`config.mk`:
```
export PLATFORM = sky130hd
export DESIGN_NAME = wb_bus_arbiter_flat
export DESIGN_NICKNAME = d
export VERILOG_FILES = /design/src/rtl/wb_bus_arbiter_if.sv /design/src/rtl/wb_bus_arbiter.sv /design/src/flat_wrapper.sv
export SDC_FILE = /design/constraint.sdc
export NUM_CORES = 1
export LEC_CHECK = 0
export CAP_MARGIN = 0
export CORE_AREA = 5 5 124 126
export CTS_BUF_LIST = sky130_fd_sc_hd__clkbuf_8
export DETAILED_ROUTE_END_ITERATION = 6
export DIE_AREA = 0 0 129 131
export GPL_TIMING_DRIVEN = 0
export PLACE_DENSITY_LB_ADDON = 0.1
export SLEW_MARGIN = 20
export SYNTH_ARGS = -nofsm -noshare
export SYNTH_HDL_FRONTEND = slang
export SYNTH_SLANG_ARGS = --single-unit
```
`constraint.sdc`:
```
create_clock -name clock -period 2 [get_ports clock]
set_input_delay 0.4 -clock clock [delete_from_list [all_inputs] [get_ports clock]]
set_output_delay 0.4 -clock clock [all_outputs]
set_load 0.005 [all_outputs]
```
`src/rtl/wb_bus_arbiter_if.sv`:
```
// Wishbone B4 bus bundle (classic + registered-feedback burst signals).
// The master modport is the side that issues requests; the slave modport answers them.
interface wb_bus_arbiter_if;
  logic [29:0] adr;
  logic [31:0] dat_w;
  logic [3:0]  sel;
  logic        cyc;
  logic        stb;
  logic        we;
  logic [2:0]  cti;
  logic [1:0]  bte;
  logic [31:0] dat_r;
  logic        ack;
  logic        err;

  modport master (
    output adr, dat_w, sel, cyc, stb, we, cti, bte,
    input  dat_r, ack, err
  );

  modport slave (
    input  adr, dat_w, sel, cyc, stb, we, cti, bte,
    output dat_r, ack, err
  );
endinterface

```
`src/rtl/wb_bus_arbiter.sv`:
```
// Two-master Wishbone arbiter: ibus (master 0) and dbus (master 1) share one mem port.
// Round-robin on simultaneous requests, grant held for the whole bus cycle, and a
// watchdog that answers a stalled strobe with err followed by a one-cycle abort.
module wb_bus_arbiter #(
  parameter int TIMEOUT = 16,
  parameter int CNT_W   = 8
) (
  input  logic                    clock,
  input  logic                    reset_n,
  wb_bus_arbiter_if.slave         ibus,
  wb_bus_arbiter_if.slave         dbus,
  wb_bus_arbiter_if.master        mem,
  output logic [1:0]              grant,
  output logic                    timeout_pulse
);

  typedef enum logic [1:0] {
    IDLE  = 2'd0,
    GNT_I = 2'd1,
    GNT_D = 2'd2,
    ABORT = 2'd3
  } state_t;

  localparam int               TO_LAST_I = (TIMEOUT > 0) ? TIMEOUT - 1 : 0;
  localparam logic [CNT_W-1:0] TO_LAST   = TO_LAST_I[CNT_W-1:0];

  state_t           state;
  logic             last_d;
  logic [CNT_W-1:0] wd_cnt;

  logic sel_d;
  logic owner_active;
  logic owner_cyc;
  logic owner_stb;
  logic bus_cyc;
  logic bus_stb;
  logic fire;
  logic fwd_ack;
  logic fwd_err;

  // Route the owner's request to the slave and steer the response back to the owner only.
  always_comb begin
    sel_d        = grant[1];
    owner_active = (state == GNT_I) || (state == GNT_D);
    owner_cyc    = sel_d ? dbus.cyc : ibus.cyc;
    owner_stb    = sel_d ? dbus.stb : ibus.stb;
    // ABORT keeps the grant but forces the bus idle for one cycle.
    bus_cyc      = owner_active && owner_cyc;
    bus_stb      = bus_cyc && owner_stb;
    fire         = (TIMEOUT != 0) && bus_stb && (wd_cnt == TO_LAST);
    // err wins over a simultaneous ack; a watchdog hit swallows any late ack.
    fwd_err      = bus_cyc && (mem.err || fire);
    fwd_ack      = bus_cyc && mem.ack && !mem.err && !fire;

    mem.adr      = sel_d ? dbus.adr   : ibus.adr;
    mem.dat_w    = sel_d ? dbus.dat_w : ibus.dat_w;
    mem.sel      = sel_d ? dbus.sel   : ibus.sel;
    mem.we       = sel_d ? dbus.we    : ibus.we;
    mem.cti      = sel_d ? dbus.cti   : ibus.cti;
    mem.bte      = sel_d ? dbus.bte   : ibus.bte;
    mem.cyc      = bus_cyc;
    mem.stb      = bus_stb;

    ibus.dat_r   = mem.dat_r;
    dbus.dat_r   = mem.dat_r;
    ibus.ack     = (state == GNT_I) && fwd_ack;
    ibus.err     = (state == GNT_I) && fwd_err;
    dbus.ack     = (state == GNT_D) && fwd_ack;
    dbus.err     = (state == GNT_D) && fwd_err;

    timeout_pulse = fire;
  end

  // Ownership FSM: grant on request, hold while the owner keeps cyc, hand off without a bubble.
  always_ff @(posedge clock or negedge reset_n) begin
    if (!reset_n) begin
      state  <= IDLE;
      last_d <= 1'b0;
      grant  <= 2'b00;
    end else begin
      case (state)
        IDLE: begin
          if (dbus.cyc && (!ibus.cyc || !last_d)) begin
            state  <= GNT_D;
            grant  <= 2'b10;
            last_d <= 1'b1;
          end else if (ibus.cyc) begin
            state  <= GNT_I;
            grant  <= 2'b01;
            last_d <= 1'b0;
          end
        end
        GNT_I: begin
          if (fire) begin
            state <= ABORT;
          end else if (!ibus.cyc) begin
            if (dbus.cyc) begin
              state  <= GNT_D;
              grant  <= 2'b10;
              last_d <= 1'b1;
            end else begin
              state <= IDLE;
              grant <= 2'b00;
            end
          end
        end
        GNT_D: begin
          if (fire) begin
            state <= ABORT;
          end else if (!dbus.cyc) begin
            if (ibus.cyc) begin
              state  <= GNT_I;
              grant  <= 2'b01;
              last_d <= 1'b0;
            end else begin
              state <= IDLE;
              grant <= 2'b00;
            end
          end
        end
        default: begin
          // last_d already names the aborted owner, so it loses the next tie.
          state <= IDLE;
          grant <= 2'b00;
        end
      endcase
    end
  end

  // Watchdog: count consecutive unanswered strobe cycles, saturating, cleared on any response.
  always_ff @(posedge clock or negedge reset_n) begin
    if (!reset_n) begin
      wd_cnt <= '0;
    end else if ((TIMEOUT == 0) || !bus_stb || mem.ack || mem.err || fire) begin
      wd_cnt <= '0;
    end else if (wd_cnt != '1) begin
      wd_cnt <= wd_cnt + 1'b1;
    end
  end

endmodule
```
`src/flat_wrapper.sv`:
```
// flat-port wrapper written by rule: the top's interface ports become plain ports
module wb_bus_arbiter_flat 
#(
  parameter int TIMEOUT = 16,
  parameter int CNT_W   = 8
)
  (clock, reset_n, grant, timeout_pulse, ibus_adr, ibus_dat_w, ibus_sel, ibus_cyc, ibus_stb, ibus_we, ibus_cti, ibus_bte, ibus_dat_r, ibus_ack, ibus_err, dbus_adr, dbus_dat_w, dbus_sel, dbus_cyc, dbus_stb, dbus_we, dbus_cti, dbus_bte, dbus_dat_r, dbus_ack, dbus_err, mem_adr, mem_dat_w, mem_sel, mem_cyc, mem_stb, mem_we, mem_cti, mem_bte, mem_dat_r, mem_ack, mem_err);
  wb_bus_arbiter_if ibus_i ();
  wb_bus_arbiter_if dbus_i ();
  wb_bus_arbiter_if mem_i ();
  input  logic clock;
  input  logic reset_n;
  output logic [1:0] grant;
  output logic timeout_pulse;
  input wire logic [$bits(ibus_i.adr)-1:0] ibus_adr;
  input wire logic [$bits(ibus_i.dat_w)-1:0] ibus_dat_w;
  input wire logic [$bits(ibus_i.sel)-1:0] ibus_sel;
  input wire logic [$bits(ibus_i.cyc)-1:0] ibus_cyc;
  input wire logic [$bits(ibus_i.stb)-1:0] ibus_stb;
  input wire logic [$bits(ibus_i.we)-1:0] ibus_we;
  input wire logic [$bits(ibus_i.cti)-1:0] ibus_cti;
  input wire logic [$bits(ibus_i.bte)-1:0] ibus_bte;
  output wire logic [$bits(ibus_i.dat_r)-1:0] ibus_dat_r;
  output wire logic [$bits(ibus_i.ack)-1:0] ibus_ack;
  output wire logic [$bits(ibus_i.err)-1:0] ibus_err;
  input wire logic [$bits(dbus_i.adr)-1:0] dbus_adr;
  input wire logic [$bits(dbus_i.dat_w)-1:0] dbus_dat_w;
  input wire logic [$bits(dbus_i.sel)-1:0] dbus_sel;
  input wire logic [$bits(dbus_i.cyc)-1:0] dbus_cyc;
  input wire logic [$bits(dbus_i.stb)-1:0] dbus_stb;
  input wire logic [$bits(dbus_i.we)-1:0] dbus_we;
  input wire logic [$bits(dbus_i.cti)-1:0] dbus_cti;
  input wire logic [$bits(dbus_i.bte)-1:0] dbus_bte;
  output wire logic [$bits(dbus_i.dat_r)-1:0] dbus_dat_r;
  output wire logic [$bits(dbus_i.ack)-1:0] dbus_ack;
  output wire logic [$bits(dbus_i.err)-1:0] dbus_err;
  output wire logic [$bits(mem_i.adr)-1:0] mem_adr;
  output wire logic [$bits(mem_i.dat_w)-1:0] mem_dat_w;
  output wire logic [$bits(mem_i.sel)-1:0] mem_sel;
  output wire logic [$bits(mem_i.cyc)-1:0] mem_cyc;
  output wire logic [$bits(mem_i.stb)-1:0] mem_stb;
  output wire logic [$bits(mem_i.we)-1:0] mem_we;
  output wire logic [$bits(mem_i.cti)-1:0] mem_cti;
  output wire logic [$bits(mem_i.bte)-1:0] mem_bte;
  input wire logic [$bits(mem_i.dat_r)-1:0] mem_dat_r;
  input wire logic [$bits(mem_i.ack)-1:0] mem_ack;
  input wire logic [$bits(mem_i.err)-1:0] mem_err;
  assign ibus_i.adr = ibus_adr;
  assign ibus_i.dat_w = ibus_dat_w;
  assign ibus_i.sel = ibus_sel;
  assign ibus_i.cyc = ibus_cyc;
  assign ibus_i.stb = ibus_stb;
  assign ibus_i.we = ibus_we;
  assign ibus_i.cti = ibus_cti;
  assign ibus_i.bte = ibus_bte;
  assign ibus_dat_r = ibus_i.dat_r;
  assign ibus_ack = ibus_i.ack;
  assign ibus_err = ibus_i.err;
  assign dbus_i.adr = dbus_adr;
  assign dbus_i.dat_w = dbus_dat_w;
  assign dbus_i.sel = dbus_sel;
  assign dbus_i.cyc = dbus_cyc;
  assign dbus_i.stb = dbus_stb;
  assign dbus_i.we = dbus_we;
  assign dbus_i.cti = dbus_cti;
  assign dbus_i.bte = dbus_bte;
  assign dbus_dat_r = dbus_i.dat_r;
  assign dbus_ack = dbus_i.ack;
  assign dbus_err = dbus_i.err;
  assign mem_adr = mem_i.adr;
  assign mem_dat_w = mem_i.dat_w;
  assign mem_sel = mem_i.sel;
  assign mem_cyc = mem_i.cyc;
  assign mem_stb = mem_i.stb;
  assign mem_we = mem_i.we;
  assign mem_cti = mem_i.cti;
  assign mem_bte = mem_i.bte;
  assign mem_i.dat_r = mem_dat_r;
  assign mem_i.ack = mem_ack;
  assign mem_i.err = mem_err;
  wb_bus_arbiter #(.TIMEOUT(TIMEOUT), .CNT_W(CNT_W)) u_core (.clock(clock), .reset_n(reset_n), .ibus(ibus_i), .dbus(dbus_i), .mem(mem_i), .grant(grant), .timeout_pulse(timeout_pulse));
endmodule
```
==> metrics.txt <==
# TYPE chip_impl_metric gauge
chip_impl_info{name="outcome",value="complete, but fails checks"} 1
chip_impl_info{name="violations",value="negative setup slack"} 1
chip_impl_metric{name="pin_count",unit=""} 329
chip_impl_metric{name="synth_seq_cells",unit=""} 13
chip_impl_info{name="synth_top_family_by_area",value="multiplexers"} 1
chip_impl_metric{name="crit_arrival",unit="ns"} 1.91
chip_impl_metric{name="crit_path_max_fanout",unit=""} 4
chip_impl_metric{name="fin_nets",unit=""} 763
chip_impl_info{name="synth_ff_type",value="dfrtp_1"} 1
chip_impl_metric{name="worst_clock_skew",unit="ns"} 0.00376
chip_impl_metric{name="count_of_flip_flops_with_a_built_in_enable_after_synthesis",unit=""} 0
chip_impl_metric{name="detailroute.via_count",unit=""} 3003
chip_impl_metric{name="die-height",unit="µm"} 131
chip_impl_metric{name="io_buffers",unit=""} 296
chip_impl_metric{name="vdd.ir_drop.worst",unit="µV"} 316
chip_impl_metric{name="synthXorXnorAreaFrac",unit=""} 0.00778
chip_impl_metric{name="filler_cell_count",unit=""} 1447
chip_impl_metric{name="wire_length_of_the_first_global_routing_pass",unit="µm"} 19000
chip_impl_metric{name="number_of_global_route_vias_before_repair",unit=""} 3163
chip_impl_metric{name="drt-pass1-iter-count",unit=""} 4
chip_impl_info{name="clock_tree_from_tritoncts",value="built"} 1
chip_impl_metric{name="ant_nets",unit=""} 0
chip_impl_metric{name="initial_core_utilization",unit=""} 0.159
chip_impl_metric{name="ys_types",unit=""} 35
chip_impl_metric{name="routedWlPerCell",unit="µm"} 18.7
chip_impl_metric{name="synth.net_count",unit=""} 437
chip_impl_metric{name="power.density_cell_area",unit="mW/mm²"} 667
chip_impl_metric{name="grt_max_degree",unit=""} 14
chip_impl_info{name="most_frequent_cells_in_the_layout",value="clkdlybuf4s50_1, buf_4, mux2_2, clkbuf_2, buf_2"} 1
chip_impl_metric{name="remaining_drc_errors",unit=""} 0
chip_impl_metric{name="power.leakage",unit="nW"} 2.49
chip_impl_metric{name="fp.dieArea",unit="mm²"} 0.0169
chip_impl_metric{name="post_cts_clock_slew_at_the_launch_and_capture_registers_of_the_worst_setup_and_hold_paths",unit="ns"} 0.07
chip_impl_metric{name="ratio_of_routed_vias_to_standard_cells",unit=""} 3.97
chip_impl_info{name="startpoint",value="u_core.wd_cnt[6]"} 1
chip_impl_metric{name="totalPowerFinal",unit="mW"} 3.81
chip_impl_metric{name="clock_insertion_delay_worst_skew",unit="ns"} 0.25
chip_impl_metric{name="fin_crit_sh",unit=""} 1.15
chip_impl_metric{name="final_layout_size_suffix_gt1_frac",unit=""} 0.482
chip_impl_metric{name="cts_made_buffers",unit=""} 3
chip_impl_metric{name="die_w",unit="µm"} 129
chip_impl_metric{name="reg2reg_setup_slack",unit="ns"} 0.06
chip_impl_metric{name="synth_fa_ha_area_frac",unit=""} 0.0278
chip_impl_metric{name="clock_tree.htree_level_count",unit=""} 1
chip_impl_info{name="cts_root_buffer",value="clkbuf_8"} 1
chip_impl_info{name="critical_path.endpoint_type",value="primary output"} 1
chip_impl_metric{name="mappedNetlistArea",unit="mm²"} 0.00225
chip_impl_info{name="crit_path_end",value="ibus_ack"} 1
chip_impl_metric{name="detailed_place.area",unit="mm²"} 0.00545
chip_impl_metric{name="postSynthAreaPerCell",unit="µm²"} 9.08
chip_impl_metric{name="muxShareOfSynthArea",unit=""} 0.388
chip_impl_info{name="worstReg2RegStart",value="u_core.wd_cnt[6]"} 1
chip_impl_info{name="crit_path_cell_trace",value="or4_4, a2111oi_4, buf_4, nor2_2, and4_1, buf_2"} 1
chip_impl_metric{name="final_critical_path_setup_slack",unit="ns"} -0.308
chip_impl_metric{name="cp_num_cells",unit=""} 6
chip_impl_metric{name="finalWeightedCongestion",unit=""} 0.773
chip_impl_info{name="critical_path.slowest_cell",value="or4_4"} 1
chip_impl_metric{name="cts_hold_buf",unit=""} 0
chip_impl_metric{name="dr.first_iter.drc_count",unit=""} 65
chip_impl_metric{name="yosysSeqAreaShare",unit=""} 0.144
chip_impl_metric{name="stdcell_area",unit="mm²"} 0.00572
chip_impl_info{name="worst_setup_path_start_kind",value="flip-flop"} 1
chip_impl_metric{name="synthesis.instances",unit=""} 248
chip_impl_metric{name="synthesis.yosys.warnings",unit=""} 0
chip_impl_info{name="timing.critical_path.max_delay_family",value="simple AND/OR/NAND/NOR gates"} 1
chip_impl_metric{name="route.final.wire_length",unit="µm"} 14100
chip_impl_info{name="rr_endpoint",value="u_core.state[0]"} 1
chip_impl_info{name="setup.worst_path.class",value="reg -> out"} 1
chip_impl_metric{name="core.rowCount",unit=""} 44
chip_impl_metric{name="max-slew-margin-rel",unit=""} 0.573
chip_impl_metric{name="worstPathRequired",unit="ns"} 1.60
chip_impl_info{name="most_frequent_standard_cell_in_the_layout_excluding_fill_and_tap_cells",value="clkdlybuf4s50_1"} 1
chip_impl_metric{name="maximum_single_stage_delay_on_the_critical_path",unit="ns"} 0.55
chip_impl_metric{name="synth-compound-area-share",unit=""} 0.0689
chip_impl_metric{name="slew_limit_fails",unit=""} 0
chip_impl_metric{name="cts_sink_cnt",unit=""} 13
chip_impl_metric{name="grt_util_all_layers",unit=""} 0.149
chip_impl_metric{name="report.final.hold_viol_count",unit=""} 0
chip_impl_info{name="grt_setup_unrepaired",value="yes"} 1
chip_impl_metric{name="cap_viol_max_count",unit=""} 0
chip_impl_metric{name="max-clock-path-buffers",unit=""} 2
chip_impl_metric{name="reg2regPathDepth",unit=""} 6
chip_impl_metric{name="place_hpwl",unit="µm"} 12400
chip_impl_metric{name="core-area",unit="mm²"} 0.0142
chip_impl_metric{name="area_growth_syn_to_layout",unit="%"} 154
chip_impl_metric{name="antenna_violations_before_repair",unit=""} 0
chip_impl_metric{name="period_needed",unit="ns"} 2.31
chip_impl_info{name="timing.hold.worst.class",value="reg -> reg"} 1
chip_impl_metric{name="post_synth_and_or_nand_nor_area_fraction",unit=""} 0.119
chip_impl_metric{name="max_freq",unit="MHz"} 433
chip_impl_metric{name="gr-total-overflow",unit=""} 0
chip_impl_metric{name="tightestPinTransition",unit="ns"} 0.639
chip_impl_metric{name="antenna-diode-count",unit=""} 0
chip_impl_metric{name="timing.critical_path.buf_inv",unit=""} 2
chip_impl_metric{name="ys_async_sr_fraction",unit=""} 1.00
chip_impl_metric{name="finalSetupViolations",unit=""} 25
-- routing by layer --
metal	vias to the layer above	GRT usage	wire, µm
li1	1466	-	-
met3	8	0.0695	1510
met5	-	0	0
met2	133	0.287	7980
met1	1396	0.146	4450
met4	0	0.0272	165
-- cell families (layout without fill, tap and decap cells) --
logic type / after synthesis / after routing
buffers and inverters: 80 / 405
multiplexers: 78 / 78
AND/OR/NAND/NOR: 50 / 50
AO/OA/AOI/OAI: 20 / 20
flip-flops: 13 / 13
adder cells (fa/ha/maj): 5 / 5
XOR/XNOR: 2 / 2
-- cell type report --
class	instances	area [µm²]	area share
Buffer	73	692	0.121
Clock buffer	3	41.3	0.00722
Clock inverter	1	5.00	0.000875
Inverter	5	18.8	0.00328
Multi-Input combinational cell	155	1470	0.256
Sequential cell	13	328	0.0573
Tap cell	184	230	0.0403
Timing Repair Buffer	323	2940	0.514
-- report_power, final --
part	internal [mW]	total, mW	switching, mW
sequential	0.315	0.354	0.0391
clock	0.138	0.254	0.115
combinational	2.07	3.21	1.14
total	2.52	3.81	1.29
-- registers in the layout (all words and copies together), names as in the netlist --
name           cells
u_core.wd_cnt      8
u_core.grant       2
u_core.state       2
u_core.last_d      1
-- cells in the mapped netlist, types with 3 or more instances --
master / number / share of area
o21ai_0: 3 / 0.0067
and3_1: 5 / 0.014
mux2i_1: 3 / 0.013
a22oi_1: 3 / 0.010
nor2_1: 16 / 0.027
and4_1: 3 / 0.012
buf_4: 64 / 0.21
ha_1: 5 / 0.028
nand2_1: 6 / 0.010
mux2_2: 73 / 0.37
nand3_1: 5 / 0.011
a21oi_1: 3 / 0.0067
a31oi_1: 3 / 0.0083
nor3_1: 3 / 0.0067
inv_1: 5 / 0.0083
dfrtp_1: 13 / 0.14
clkbuf_1: 9 / 0.015
-- metrics by stage --
step / utilization / hold WS (ns) / setup WS [ns] / std cells / TNS [ns]
2_1_floorplan: - / 0.104 / -0.0140 / 248 / -0.0280
5_1_grt: 0.403 / 0.553 / -0.375 / 757 / -2.76
3_5_place_dp: 0.383 / 0.510 / -0.984 / 728 / -63.82
4_1_cts: 0.398 / 0.535 / -0.441 / 751 / -2.00
6_report: 0.403 / 0.524 / -0.308 / 757 / -1.61
3_3_place_gp: 0.383 / 0.509 / -0.924 / 728 / -62.74
-- how the worst min path moves through the flow --
stage / startpoint / end / slack (ns) / cells after the start
4_1_cts: u_core.grant[0] / u_core.grant[0] / 0.54 / 1
3_3_place_gp: u_core.grant[0] / u_core.grant[0] / 0.51 / 1
6_report: u_core.grant[0] / u_core.grant[0] / 0.52 / 1
2_1_floorplan: reset_n / u_core.grant[0] / 0.10 / 0
3_5_place_dp: u_core.grant[0] / u_core.grant[0] / 0.51 / 1
5_1_grt: u_core.grant[0] / u_core.grant[0] / 0.55 / 1
-- what timing repair did --
| action | CTS | global route |
|---|---|---|
| setup endpoints to repair | 83 | 50 |
| hold endpoints to repair | 0 | 0 |
| gates resized for setup | 275 | 93 |
| pin swaps | 6 | 3 |
| buffers inserted | 18 | 7 |
| gates cloned | 2 | 2 |
Note: power is estimated with default switching activity, not from simulation.
